<file path="src/rtl/time_set_controller.sv">
// time_set_controller: front-panel editor for the 15-bit current-time word.
// Build with SET_TIMEOUT_EN defined to add an idle auto-abort from the SET states.
module time_set_controller #(
    parameter int TIMEOUT_CYCLES = 1000,
    parameter int TO_W           = 10
) (
    input  logic        Clock,
    input  logic        Clear,
    input  logic        Mode_Btn,
    input  logic        Inc_Btn,
    input  logic        Dec_Btn,
    input  logic        Cancel_Btn,
    input  logic [14:0] CTO_In,
    output logic [14:0] CTI,
    output logic        LD,
    output logic        Enable,
    output logic        Setting,
    output logic [1:0]  Field_Sel
);

    typedef enum logic [2:0] {
        RUN      = 3'd0,
        SET_DAY  = 3'd1,
        SET_HOUR = 3'd2,
        SET_MT   = 3'd3,
        SET_MU   = 3'd4,
        COMMIT   = 3'd5
    } state_t;

    state_t      state_q, state_d;
    logic [14:0] edit_q, edit_d;
    logic [3:0]  btn_prev_q, btn_prev_d;

    logic [3:0]  btn_now;
    logic [3:0]  press;
    logic        mode_press, inc_press, dec_press, cancel_press;
    logic        any_press;
    logic        in_set;

    logic [4:0]  field_cur;
    logic [4:0]  field_max;
    logic [4:0]  field_new;
    logic [14:0] edit_upd;

    // Out-of-range values (e.g. hour 25 read back) land on 0 for Inc and max for Dec.
    function automatic logic [4:0] wrap_inc(input logic [4:0] v, input logic [4:0] max_v);
        return (v >= max_v) ? 5'd0 : v + 5'd1;
    endfunction

    function automatic logic [4:0] wrap_dec(input logic [4:0] v, input logic [4:0] max_v);
        return ((v == 5'd0) || (v > max_v)) ? max_v : v - 5'd1;
    endfunction

    assign btn_now      = {Mode_Btn, Inc_Btn, Dec_Btn, Cancel_Btn};
    assign press        = btn_now & ~btn_prev_q;
    assign mode_press   = press[3];
    assign inc_press    = press[2];
    assign dec_press    = press[1];
    assign cancel_press = press[0];
    assign any_press    = |press;
    assign in_set       = state_q inside {SET_DAY, SET_HOUR, SET_MT, SET_MU};

    always_comb begin
        btn_prev_d = btn_now;
    end

    always_comb begin
        field_cur = 5'd0;
        field_max = 5'd0;
        case (state_q)
            SET_DAY: begin
                field_cur = {2'b00, edit_q[14:12]};
                field_max = 5'd6;
            end
            SET_HOUR: begin
                field_cur = edit_q[11:7];
                field_max = 5'd23;
            end
            SET_MT: begin
                field_cur = {2'b00, edit_q[6:4]};
                field_max = 5'd5;
            end
            SET_MU: begin
                field_cur = {1'b0, edit_q[3:0]};
                field_max = 5'd9;
            end
            default: ;
        endcase
    end

    always_comb begin
        field_new = inc_press ? wrap_inc(field_cur, field_max)
                              : wrap_dec(field_cur, field_max);
    end

    // Splice the new field value back in; all other bits of the edit word hold.
    always_comb begin
        edit_upd = edit_q;
        case (state_q)
            SET_DAY:  edit_upd[14:12] = field_new[2:0];
            SET_HOUR: edit_upd[11:7]  = field_new;
            SET_MT:   edit_upd[6:4]   = field_new[2:0];
            SET_MU:   edit_upd[3:0]   = field_new[3:0];
            default: ;
        endcase
    end

`ifdef SET_TIMEOUT_EN
    localparam logic [TO_W-1:0] TO_LAST = TO_W'(TIMEOUT_CYCLES - 1);

    logic [TO_W-1:0] to_cnt_q, to_cnt_d;
    logic            timeout_hit;

    assign timeout_hit = in_set && !any_press && (to_cnt_q == TO_LAST);

    // Entry into a SET state always comes with a press, so clearing on a press covers it.
    always_comb begin
        to_cnt_d = '0;
        if (in_set && !any_press && !timeout_hit) begin
            to_cnt_d = to_cnt_q + TO_W'(1);
        end
    end

    always_ff @(posedge Clock) begin
        if (!Clear) begin
            to_cnt_q <= '0;
        end else begin
            to_cnt_q <= to_cnt_d;
        end
    end
`else
    if ((TIMEOUT_CYCLES >> TO_W) != 0) begin : g_timeout_cfg_unused
    end
`endif

    always_ff @(posedge Clock) begin
        if (!Clear) begin
            state_q    <= RUN;
            edit_q     <= '0;
            btn_prev_q <= '0;
        end else begin
            state_q    <= state_d;
            edit_q     <= edit_d;
            btn_prev_q <= btn_prev_d;
        end
    end

    // Press priority inside a SET state: Cancel, then Mode, then a lone Inc or Dec.
    always_comb begin
        state_d = state_q;
        edit_d  = edit_q;
        case (state_q)
            RUN: begin
                if (mode_press) begin
                    state_d = SET_DAY;
                    edit_d  = CTO_In;
                end
            end
            SET_DAY, SET_HOUR, SET_MT, SET_MU: begin
                if (cancel_press) begin
                    state_d = RUN;
                end else if (mode_press) begin
                    case (state_q)
                        SET_DAY:  state_d = SET_HOUR;
                        SET_HOUR: state_d = SET_MT;
                        SET_MT:   state_d = SET_MU;
                        default:  state_d = COMMIT;
                    endcase
                end else if (inc_press ^ dec_press) begin
                    edit_d = edit_upd;
                end
`ifdef SET_TIMEOUT_EN
                if (timeout_hit) begin
                    state_d = RUN;
                end
`endif
            end
            COMMIT: begin
                state_d = RUN;
            end
            default: begin
                state_d = RUN;
            end
        endcase
    end

    always_comb begin
        LD        = 1'b0;
        Enable    = 1'b0;
        Setting   = 1'b0;
        Field_Sel = 2'd0;
        case (state_q)
            RUN: begin
                Enable = 1'b1;
            end
            SET_DAY: begin
                Setting   = 1'b1;
                Field_Sel = 2'd0;
            end
            SET_HOUR: begin
                Setting   = 1'b1;
                Field_Sel = 2'd1;
            end
            SET_MT: begin
                Setting   = 1'b1;
                Field_Sel = 2'd2;
            end
            SET_MU: begin
                Setting   = 1'b1;
                Field_Sel = 2'd3;
            end
            COMMIT: begin
                LD = 1'b1;
            end
            default: begin
                Enable = 1'b1;
            end
        endcase
    end

    assign CTI = edit_q;

endmodule

</file>
<file path="config.mk">
export PLATFORM = sky130hd
export DESIGN_NAME = time_set_controller
export DESIGN_NICKNAME = d
export VERILOG_FILES = /design/src/rtl/time_set_controller.sv
export SDC_FILE = /design/constraint.sdc
export NUM_CORES = 1
export LEC_CHECK = 0
export BUFFER_PORTS_ARGS = -buffer_cell sky130_fd_sc_hd__buf_2
export CAP_MARGIN = 20
export CORE_MARGIN = 2
export CORE_UTILIZATION = 53
export CTS_CLUSTER_DIAMETER = 120
export DETAILED_ROUTE_END_ITERATION = 8
export PLACE_DENSITY = 0.88
export SYNTH_ARGS = -nofsm -noshare
export SYNTH_HDL_FRONTEND = slang
export SYNTH_SLANG_ARGS = --single-unit
</file>
<file path="constraint.sdc">
create_clock -name Clock -period 3.5 [get_ports Clock]
set_input_delay 0.525 -clock Clock [delete_from_list [all_inputs] [get_ports Clock]]
set_output_delay 0.525 -clock Clock [all_outputs]
set_load 0.02 [all_outputs]
</file>
# ---- Word level (Yosys, flattened, before mapping)
# Index checks and enable logic that the tools add are counted.
dict set report classes {
  add_sub_neg 2
  magnitude_cmp 2
  div_mod_pow 0
  n_shift 0
  mux 23
  n_reduce_logical 11
  n_eq_ne 14
  bitwise_logic 3
  n_mul 0
}
# operator n
set ops {}
lappend ops {{15-bit two-way mux} 4}
lappend ops {{5-bit case mux with 4 select lines} 2}
lappend ops {{15-bit case mux with 2 select lines} 1}
lappend ops {{6-bit AND reduction} 4}
lappend ops {{5-bit two-way mux} 4}
lappend ops {{3-bit two-way mux} 5}
lappend ops {{2-bit by 1-bit != test with 1-bit output (second input constant)} 5}
lappend ops {{3-bit case mux with 3 select lines} 1}
lappend ops {{3-bit by 2-bit == test with 1-bit output (second input constant)} 2}
lappend ops {{3-bit == test (second input constant)} 2}
lappend ops {{2-bit != test (second input constant)} 3}
lappend ops {{2-bit case mux with 3 select lines} 1}
lappend ops {{3-bit case mux with 2 select lines} 1}
lappend ops {{5-bit by 1-bit adder with 5-bit output (second input constant)} 1}
lappend ops {{5-bit greater-or-equal comparator} 1}
lappend ops {{5-bit greater-than comparator} 1}
lappend ops {{5-bit zero test} 1}
lappend ops {{5-bit OR reduction} 1}
lappend ops {{5-bit by 1-bit subtractor with 5-bit output (second input constant)} 1}
lappend ops {{4-bit AND} 1}
lappend ops {{4-bit two-way mux} 1}
lappend ops {{4-bit inverter} 1}
lappend ops {{4-bit OR reduction} 1}
lappend ops {{3-bit by 1-bit == test with 1-bit output (second input constant)} 1}
lappend ops {{7 further kinds} 9}
dict set report totals {
  n_memories 0
  ramBits 0
  word_cells 61
  mem_bits_ro 0
  latch_bits 0
  regBits 22
}

# ---- Depth between registers and ports, before layout
dict set report depth {
  word_depth 11
  depth_mapped 12
  mapped_depth_nobuf 10
}

# ---- Worst setup path after synthesis
# Ideal clock, no wire load.
dict set report synth_timing {
  path_type {register to register}
  from {register state_q[1]}
  to {register edit_q[3] (netlist: CTI[3])}
  t_arrival_ns 2.720
  required_ns 3.419
  path_slack_ns 0.699
  path_stages_with_launch 12
  setup_time_ns 0.081
  path_cell_list {dfxtp_1 > buf_2 > mux2_2 > a211oi_1 > inv_1 > ha_1 > nand2_1 > or3_1 > buf_2 > a211oi_4 > a22oi_1 > a41oi_1}
}
dict set report synth_between {
  elab_chain_cells 11
}
# element line_no
set synth_rtl {}
lappend synth_rtl {{start, declared} 30} ;# state_t state_q, state_d;
lappend synth_rtl {{start signal, assigned} 142} ;# state_q <= state_d;
lappend synth_rtl {{3-bit == test, or another cell as far along} {70, 99, 152}}
lappend synth_rtl {{5-bit case mux with 4 select lines} 70} ;# case (state_q)
lappend synth_rtl {{5-bit greater-than comparator or 5-bit zero test (tied branches)} 51} ;# return ((v == 5'd0) || (v > max_v)) ? max_v : v - 5'd1;
lappend synth_rtl {{1-bit logical OR} 51}
lappend synth_rtl {{5-bit two-way mux} 51}
lappend synth_rtl {{5-bit two-way mux} 92} ;# field_new = inc_press ? wrap_inc(field_cur, field_max)
lappend synth_rtl {{4-bit two-way mux} 99} ;# case (state_q)
lappend synth_rtl {{15-bit two-way mux} 169} ;# end else if (inc_press ^ dec_press) begin
lappend synth_rtl {{15-bit two-way mux} 162} ;# end else if (mode_press) begin
lappend synth_rtl {{15-bit two-way mux} 160} ;# if (cancel_press) begin
lappend synth_rtl {{15-bit case mux with 2 select lines} 152} ;# case (state_q)
lappend synth_rtl {{end signal, assigned} 143} ;# edit_q <= edit_d;
lappend synth_rtl {{end, declared} 31} ;# logic [14:0] edit_q, edit_d;
# Several ways; a longest one is shown, not always the timed one. The select of a mux whose other input is x is not followed.
# A chain may end at the register's enable or synchronous reset.

# ---- Worst setup path after layout
dict set report layout_timing {
  from {register state_q[2]}
  to {register edit_q[14] (netlist: CTI[14])}
}
dict set report layout_between {
  elab_chain_cells 11
}
# element line_no
set layout_rtl {}
lappend layout_rtl {{3-bit == test, or another cell as far along} {70, 152}}
lappend layout_rtl {{5-bit case mux with 4 select lines} 70}
lappend layout_rtl {{5-bit greater-than comparator or 5-bit zero test (tied branches)} 51}
lappend layout_rtl {{1-bit logical OR} 51}
lappend layout_rtl {{5-bit two-way mux} 51}
lappend layout_rtl {{5-bit two-way mux} 92}
lappend layout_rtl {{3-bit two-way mux} 99}
lappend layout_rtl {{15-bit two-way mux} 169}
lappend layout_rtl {{15-bit two-way mux} 162}
lappend layout_rtl {{15-bit two-way mux} 160}
lappend layout_rtl {{15-bit case mux with 2 select lines} 152}
# Several ways; a longest one is shown, not always the timed one. The select of a mux whose other input is x is not followed.

==> flow_summary.yaml <==
cells_and_area:
  diodes: 0
  layout.cells.non_filler: 275
  final_nets: 270
  fin_util: 0.648
  layout-drive-gt1-share: 0.281
  syn2layout_area_growth_pct: 18.6
clock_tree:
  htree_levels: 1
  cts_setup_buffers: 0
  ctsResizeCount: 0
  cts_hold_buf: 0
  cts_buffer_depth: 2
  clk_latency_ns: 0.31
  clkSlewWorstSetupHoldPaths_ns: 0.12
  cts_tree: "yes"
  cts-root-buf: "clkbuf_4"
  cts_buffers: 3
  clkSinkCount: 22
synthesis:
  synth_edf_count: 0
  synth_sequential_area_ratio: 0.271
  yosysMostFrequentCell: "dfxtp_1"
  synth_top_area_frac: 0.271
  ys.flop_type: "dfxtp_1"
  synth.avg_cell_area_um2: 8.17
  synth_area_um2: 1630
  synth_top_area_cell: "dfxtp_1"
  yosysWarnings: 0
  synth.distinct_cells: 53
  netlist_instances: 199
  ys_seq_elements: 22
  yosys-top-cells-count: "dfxtp_1 (22), nand2_1 (21), o21ai_0 (16)"
  async_flop_share: 0
  syn_nets: 226
  synth.area.top_cells: "dfxtp_1 (27%), o21ai_0 (4.9%), nand2_1 (4.8%)"
sta:
  hold_viol: 0
  setup_ws_ns: 0.252
  final-setup-viol-count: 0
  post-route-period-util: 0.928
  worstMarginPinSlew_ns: 0.493
  setup_tns_ns: 0
  min_period_ns: 3.25
  fin_skew_ns: 0.00602
  slew_viol_final: 0
  slew_headroom: 0.669
  rsz0062_at_grt: "false"
  fmax_mhz: 308
routing:
  firstDrtPassIters: 5
  routed_wl_um: 4660
  wl_met3_um: 371
  wl_met2_um: 2220
  drtAntennaViolNets: 0
  drcViolationCount: 0
  drt_iter0_markers: 107
  wl_met1_um: 2020
  dr.max_layer_used: "met4"
  avgRoutedWirePerCell_um: 17.0
  vias: 1733
  via_per_inst: 6.30
setup_path:
  critPathKind: "flip-flop to flip-flop"
  rrSetupSlack_ns: 0.25
  cp_max_fo: 16
  r2r_start: "state_q[2]"
  crit_start: "state_q[2]"
  crit_required_ns: 3.72
  end_kind: "flip-flop"
  critPathLaunchType: "flip-flop"
  cp_data_arrival_time_ns: 3.47
  r2r_end: "CTI[14]"
  reg2reg_depth: 10
global_routing:
  grt_first_pass_wirelength_um: 7510
  antenna_found_initial: 0
  grt_pass1_vias: 1564
  grt.overflow.total: 0
  track_usage: 0.277
  grt_max_degree: 23
die:
  die_area_um2: 3530
  initial_core_util: 0.546
  core.rowCount: 20
  fp.coreArea_um2: 2980
  pin_count: 41
  die_w_um: 59.4
  die_y_um: 59.4
power:
  total_power_uw: 642
  power_density_nw_per_um2: 333
  netSwitchingPower_uw: 225
  switching_share: 0.350
  ir_drop_mv: 0.302
  pwr-share-clk: 0.215
  combPwrFrac: 0.331
  leakage_nw: 0.902
  intPower_uw: 417
  power_frac_seq: 0.454
worst_hold_path:
  hp-start: "Dec_Btn"
  holdPathEnd: "btn_prev_q[1]"
  hold_depth: 2
  hp-class: "primary input to flip-flop"
outcome:
  status: "complete, no violations"
placed_design:
  io_buffers: 40
  place_hpwl_um: 3740
  gp_congestion: 0.979
  pre_cts_ws_ns: 0.387
  dpl.cell_count: 271
job:
  drv_cap: 0
-- kinds of logic after synthesis --
family / Yosys count / share of synthesized area
adder cells (fa/ha/maj): 7 / 0.0523
AND/OR/NAND/NOR: 82 / 0.296
XOR/XNOR: 8 / 0.0431
flip-flops: 22 / 0.271
AO/OA/AOI/OAI: 57 / 0.256
multiplexers: 5 / 0.0346
buffers and inverters: 18 / 0.0469
-- area by class of cell --
type	count	area, µm²
clock buffer	4	36.3
multi-input combinational	159	1110
timing repair buffer	50	275
inverter	7	26.3
sequential	22	440
tap	33	41.3
fill	252	1050
-- placed cells by master, fill, tap and decap left out, types with 4 or more instances in the layout --
master    netlist  routed
and2_1          6       6
ha_1            6       6
nor2b_1         5       5
nor2_1         10      10
a41oi_1         7       7
nor3_1          6       6
buf_4           0      10
a31oi_1         8       8
dfxtp_1        22      22
nand2b_1        7       7
mux2_2          4       4
nor4bb_1        5       5
nand2_1        21      21
xnor2_1         5       5
o21ai_0        16      16
nand3_1         4       4
inv_1           6       6
buf_2           6      40
-- per-layer routing --
metal	track usage	vias to the layer above
met3	0.0284	11
li1	-	829
met1	0.404	793
met4	0.0422	0
met5	0	-
met2	0.449	100
-- state kept, by name, indices dropped and copies added, names as in the netlist --
| signal | count |
|---|---|
| CTI | 15 |
| state_q | 3 |
| btn_prev_q | 4 |
-- worst max-delay path: stages (launching register included) --
cell and delay (ns):
dfxtp_1 0.59, nor2b_1 0.14, a31oi_1 0.40, inv_1 0.13, ha_1 0.30, and2_1 0.14
o221ai_2 0.13, or3_1 0.52, a211oi_4 0.36, nand3_2 0.17, a41oi_1 0.28
-- per-stage QoR --
| stage | area (µm²) | hold WS [ns] |
|---|---|---|
| CTS | 1930 | 0.438 |
| floorplan | 1630 | 0.518 |
| detailed placement | 1890 | 0.556 |
| finish | 1930 | 0.434 |
| global placement | 1890 | 0.544 |
| global route | 1930 | 0.433 |
-- power groups by stage --
stage,clock (mW),combinational (mW),sequential (mW)
2_1_floorplan,0,0.125,0.309
3_3_place_gp,0,0.207,0.296
3_5_place_dp,0,0.209,0.296
4_1_cts,0.137,0.210,0.291
5_1_grt,0.152,0.231,0.295
6_report,0.138,0.212,0.292
-- how the worst max path moves through the flow --
stage	end	slack, ns	cells after the start
floorplan	CTI[3]	0.70	11
global placement	CTI[14]	0.44	10
detailed placement	CTI[14]	0.39	10
CTS	CTI[14]	0.33	10
global route	CTI[14]	0.03	10
finish	CTI[14]	0.25	10
No activity file was read; power rests on OpenSTA's default activity.
